$ cat src/rtl/piso_pkg.sv
// Shared definitions for the parallel-in / serial-out transmitter.
// Contents: FSM state type, default frame width, counter-width helper.
package piso_pkg;

    localparam int unsigned PISO_WIDTH_DEFAULT = 8;

    typedef enum logic [1:0] {
        IDLE   = 2'd0,
        SHIFT  = 2'd1,
        PARITY = 2'd2
    } piso_state_e;

    // Bit-counter width for a frame of `width` data bits (at least one bit).
    function automatic int unsigned piso_cnt_w(input int unsigned width);
        return (width > 1) ? $clog2(width) : 1;
    endfunction

endpackage

$ cat src/rtl/piso_bit_counter.sv
// Data-bit counter for piso_tx: tracks which data bit is on the serial line.
// Ports:
//   clk, rst     clock, asynchronous active-low reset
//   i_clear      force count to 0 (priority over i_enable)
//   i_enable     advance to the next bit
//   o_last_c     combinational flag: count is on the final data bit (WIDTH-1)
module piso_bit_counter
    import piso_pkg::*;
#(
    parameter int unsigned WIDTH = PISO_WIDTH_DEFAULT
) (
    input  logic clk,
    input  logic rst,
    input  logic i_clear,
    input  logic i_enable,
    output logic o_last_c
);

    localparam int unsigned CNT_W = piso_cnt_w(WIDTH);

    logic [CNT_W-1:0] r_count;

    // Count register; enable is never asserted on the last bit, so no wrap occurs.
    always_ff @(posedge clk or negedge rst) begin
        if (!rst) begin
            r_count <= '0;
        end else if (i_clear) begin
            r_count <= '0;
        end else if (i_enable) begin
            r_count <= r_count + CNT_W'(1);
        end
    end

    assign o_last_c = (r_count == CNT_W'(WIDTH - 1));

endmodule

$ cat src/rtl/piso_tx.sv
// Parallel-in / serial-out transmitter with valid/ready load handshake.
// Optional feature: define PISO_TX_PARITY_EN to append one even-parity bit
// to every frame (frame length WIDTH+1 instead of WIDTH).
// Ports:
//   clk, rst      clock, asynchronous active-low reset
//   load_data     parallel word to serialize
//   load_valid    producer offers load_data this cycle
//   load_ready    combinational: a word is accepted on this edge if valid
//   data_out      registered serial bit stream (0 when idle)
//   frame_out     registered, high while data_out carries a frame bit
//   done          registered one-cycle pulse after the final frame bit
module piso_tx
    import piso_pkg::*;
#(
    parameter int unsigned WIDTH     = PISO_WIDTH_DEFAULT,
    parameter bit          MSB_FIRST = 1'b1
) (
    input  logic             clk,
    input  logic             rst,
    input  logic [WIDTH-1:0] load_data,
    input  logic             load_valid,
    output logic             load_ready,
    output logic             data_out,
    output logic             frame_out,
    output logic             done
);

    piso_state_e      r_state, w_state_nxt;
    logic [WIDTH-1:0] r_shreg, w_shreg_nxt;
    logic             r_dout, w_dout_nxt;
    logic             r_frame, w_frame_nxt;
    logic             r_done, w_done_nxt;
`ifdef PISO_TX_PARITY_EN
    logic             r_parity, w_parity_nxt;
`endif

    logic             w_cnt_clear;
    logic             w_cnt_en;
    logic             w_last;
    logic             w_xfer;
    logic             w_load;
    logic             w_first_bit;
    logic             w_next_bit;
    logic [WIDTH-1:0] w_shifted;

    piso_bit_counter #(
        .WIDTH (WIDTH)
    ) u_bit_counter (
        .clk      (clk),
        .rst      (rst),
        .i_clear  (w_cnt_clear),
        .i_enable (w_cnt_en),
        .o_last_c (w_last)
    );

    // The register holds the whole word; the bit already on data_out is the
    // one at the leading end, so the next bit is one position in.
    assign w_first_bit = MSB_FIRST ? load_data[WIDTH-1] : load_data[0];
    assign w_next_bit  = MSB_FIRST ? r_shreg[WIDTH-2]   : r_shreg[1];
    assign w_shifted   = MSB_FIRST ? {r_shreg[WIDTH-2:0], 1'b0}
                                   : {1'b0, r_shreg[WIDTH-1:1]};

    // Ready depends on state and counter only, never on load_valid.
    always_comb begin
        load_ready = 1'b0;
        case (r_state)
            IDLE:   load_ready = 1'b1;
`ifdef PISO_TX_PARITY_EN
            PARITY: load_ready = 1'b1;
`else
            SHIFT:  load_ready = w_last;
`endif
            default: load_ready = 1'b0;
        endcase
    end

    assign w_xfer = load_valid & load_ready;

    // Next-state and next-output logic.
    always_comb begin
        w_state_nxt  = r_state;
        w_shreg_nxt  = r_shreg;
        w_dout_nxt   = 1'b0;
        w_frame_nxt  = 1'b0;
        w_done_nxt   = 1'b0;
        w_cnt_clear  = 1'b0;
        w_cnt_en     = 1'b0;
        w_load       = 1'b0;
`ifdef PISO_TX_PARITY_EN
        w_parity_nxt = r_parity;
`endif
        case (r_state)
            IDLE: begin
                w_load = w_xfer;
            end
            SHIFT: begin
                if (!w_last) begin
                    w_shreg_nxt = w_shifted;
                    w_dout_nxt  = w_next_bit;
                    w_frame_nxt = 1'b1;
                    w_cnt_en    = 1'b1;
                end else begin
`ifdef PISO_TX_PARITY_EN
                    w_state_nxt = PARITY;
                    w_dout_nxt  = r_parity;
                    w_frame_nxt = 1'b1;
                    w_cnt_clear = 1'b1;
`else
                    w_state_nxt = IDLE;
                    w_done_nxt  = 1'b1;
                    w_cnt_clear = 1'b1;
                    w_load      = w_xfer;
`endif
                end
            end
`ifdef PISO_TX_PARITY_EN
            PARITY: begin
                w_state_nxt = IDLE;
                w_done_nxt  = 1'b1;
                w_load      = w_xfer;
            end
`endif
            default: begin
                w_state_nxt = IDLE;
            end
        endcase

        // Accepted word: first bit goes straight onto the line next cycle.
        if (w_load) begin
            w_state_nxt  = SHIFT;
            w_shreg_nxt  = load_data;
            w_dout_nxt   = w_first_bit;
            w_frame_nxt  = 1'b1;
            w_cnt_clear  = 1'b1;
`ifdef PISO_TX_PARITY_EN
            w_parity_nxt = ^load_data;
`endif
        end
    end

    // State and output registers.
    always_ff @(posedge clk or negedge rst) begin
        if (!rst) begin
            r_state  <= IDLE;
            r_shreg  <= '0;
            r_dout   <= 1'b0;
            r_frame  <= 1'b0;
            r_done   <= 1'b0;
`ifdef PISO_TX_PARITY_EN
            r_parity <= 1'b0;
`endif
        end else begin
            r_state  <= w_state_nxt;
            r_shreg  <= w_shreg_nxt;
            r_dout   <= w_dout_nxt;
            r_frame  <= w_frame_nxt;
            r_done   <= w_done_nxt;
`ifdef PISO_TX_PARITY_EN
            r_parity <= w_parity_nxt;
`endif
        end
    end

    assign data_out  = r_dout;
    assign frame_out = r_frame;
    assign done      = r_done;

endmodule

$ cat config.mk
export PLATFORM = sky130hd
export DESIGN_NAME = piso_tx
export DESIGN_NICKNAME = d
export VERILOG_FILES = /design/src/rtl/piso_pkg.sv /design/src/rtl/piso_bit_counter.sv /design/src/rtl/piso_tx.sv
export SDC_FILE = /design/constraint.sdc
export NUM_CORES = 1
export LEC_CHECK = 0
export CAP_MARGIN = 20
export CORE_MARGIN = 2
export CORE_UTILIZATION = 45
export DETAILED_ROUTE_END_ITERATION = 8
export PLACE_DENSITY = 0.73
export SLEW_MARGIN = 10
export SYNTH_ARGS = -nofsm -noshare
export SYNTH_HDL_FRONTEND = slang
export SYNTH_SLANG_ARGS = --single-unit
$ cat constraint.sdc
create_clock -name clk -period 2.15 [get_ports clk]
set_input_delay 0.43 -clock clk [delete_from_list [all_inputs] [get_ports clk]]
set_output_delay 0.43 -clock clk [all_outputs]
set_load 0.05 [all_outputs]
==> results of run 1 <==
==> registers in the layout (all words and copies together) (netlist names) <==
name and cells:
done 1, data_out 1, r_shreg 7, u_bit_counter.r_count 3, frame_out 1, r_state 1
==> critical path: stages (launching register included) <==
cell and delay (ps):
dfrtp_1 390, ha_1 200, ha_1 190, and2b_2 290
inv_4 100, buf_12 160
==> report_power, final <==
group	leakage, uW	internal (uW)	switching, uW
Sequential	0.000175	361	49.9
Combinational	0.000207	281	229
Clock	0.0000210	103	82.2
==> cell type report <==
cell class / instances / area [um2]
fillers: 115 / 473
repair buffers: 15 / 158
clock buffers: 4 / 36.3
inverters: 1 / 6.26
well taps: 15 / 18.8
flip-flops and latches: 14 / 350
multi-input cells: 27 / 292
==> worst min-delay path by stage <==
stage / depth (start not counted) / start / to
finish: 1 / u_bit_counter.r_count[1] / u_bit_counter.r_count[1]
floorplan: 0 / rst / data_out
detailed placement: 1 / r_shreg[4] / r_shreg[5]
CTS: 1 / r_shreg[4] / r_shreg[5]
global route: 1 / r_shreg[4] / r_shreg[5]
global placement: 1 / r_shreg[3] / r_shreg[4]
==> metrics by stage <==
step / power [uW] / utilization / setup slack [ps] / cell area (um2) / std cells
finish: 1110 / 0.645 / 113 / 861 / 76
global route: 1190 / 0.645 / 9.10 / 861 / 76
CTS: 1120 / 0.645 / 87.7 / 861 / 76
detailed placement: 929 / 0.618 / 347 / 825 / 72
global placement: 919 / 0.618 / 361 / 825 / 72
floorplan: 784 / - / 596 / 659 / 43
==> logic make-up (layout without fill, tap and decap cells) <==
logic type | after synthesis | in the layout | synth area share
buffers and inverters | 2 | 20 | 0.0266
multiplexers | 14 | 14 | 0.300
adder cells (fa/ha/maj) | 2 | 2 | 0.0379
flip-flops | 14 | 14 | 0.531
AND/OR/NAND/NOR | 8 | 8 | 0.0702
AO/OA/AOI/OAI | 3 | 3 | 0.0342
==> metal layers <==
| layer | GRT usage | part of all wire | routed length (um) |
|---|---|---|---|
| met5 | 0 | 0 | 0 |
| met4 | 0.0750 | 0.010 | 10 |
| met3 | 0.0517 | 0.062 | 61 |
| met2 | 0.188 | 0.44 | 435 |
| met1 | 0.183 | 0.48 | 477 |
==> synth_stat cells <==
library cell | number | share of area
mux2_2 | 2 | 0.034
nor2_1 | 2 | 0.011
dfrtp_1 | 14 | 0.53
and2b_2 | 1 | 0.013
and2_1 | 1 | 0.0095
ha_1 | 2 | 0.038
a22o_1 | 2 | 0.027
mux2_4 | 11 | 0.25
mux2i_1 | 1 | 0.015
nand2_1 | 1 | 0.0057
nand2b_1 | 2 | 0.019
o21ai_0 | 1 | 0.0076
nand3b_1 | 1 | 0.011
inv_4 | 1 | 0.0095
buf_6 | 1 | 0.017
==> out/qor.txt, run 1 <==
Vias post-DR: 384
Post-Syn Instances: 43
Drt wl/cell: 12.9 um
Clock Skew: 3.61 ps
Core Footprint: 0.00133 mm2
Status: completed
Period minus WS final: 2040 ps
Layout cells sized above 1: 0.344
Relative slew slack: 0.595
Initial DRC Count: 9
CTS tree: yes
Crit Path Class: register to primary output
Clk Latency, worst-skew pair: 270 ps
Post-cts hold buffer count: 0
Worst EP arrival: 1610 ps
Fin Setup TNS: 0 ps
Fmax: 491 MHz
Post-route ant nets: 0
Net Count, Synth: 56
FF-to-FF End: r_shreg[2]
Peak VDD IR: 0.733 mV
Number of global-route vias before repair: 398
Post-CTS setup buffer count: 0
Die Wd: 42.3 um
Worst Setup End Kind: primary output
Clock-pin slew on the worst setup and hold paths: 80 ps
Largest net degree at the start of global routing: 15
Setup crit start kind: register
R2R depth: 5
# setup viols final: 0
Synth cell types: 15
Syn avg cell area: 15.3 um2
Leakage: 0.000403 uW
Clk buf depth: 2
Die Y: 42.3 um
Most common cell after layout, fill and taps aside: dfrtp_1
Critical Path Start: u_bit_counter.r_count[0]
Initial DRT Pass Iterations: 4
Final period utilization: 0.948
WL final: 984 um
Maximum fanout along the worst path: 9
Dpl hpwl: 703 um
Total grt overflow: 0
PwrDens: 1280 mW/mm2
Synth warn: 0
# diodes: 0
Hold Violations, Final: 0
Root Driver: clkbuf_4
Ports: 15
H-tree levels: 1
Via density: 5.05
Sequential-to-total area share from yosys stat: 0.531
Nets: 75
Initial Utilization: 0.494
Seq cells post-synth: 14
Hold slack final: 507 ps
Reg2reg setup slack: 560 ps
Hold Crit Class: register to register
Max cap viols: 0
Die area: 0.00179 mm2
I/O Buffers: 14
Cell area after synthesis: 659 um2
Initial antenna violation count: 0
RSZ-0062 raised after global routing: false
DRC: 0
CP required: 1720 ps
Clk sink count: 14
Max Slew Vio Count: 0
Critical path capture point: load_ready
Site Rows: 13
Worst-Margin Slew: 605 ps
Reg2reg start: u_bit_counter.r_count[0]
Most frequent cells in the layout: dfrtp_1 (14), clkdlybuf4s50_1 (13), mux2_4 (11)
TritonCTS Buffers: 3
Area grow syn2layout: 30.6%
Cts repair resizes: 0
Routability cong.: 0.619
GRT Total Usage: 0.136
First-pass GRT wire length: 1.75 mm
(Power assumes the default switching activity.)
==> inputs of run 2 (changes only) <==
SLEW_MARGIN = 5   (was 10)
==> results of run 2 <==
Same layout as run 1: the final DEF is identical, and so are final timing and power.
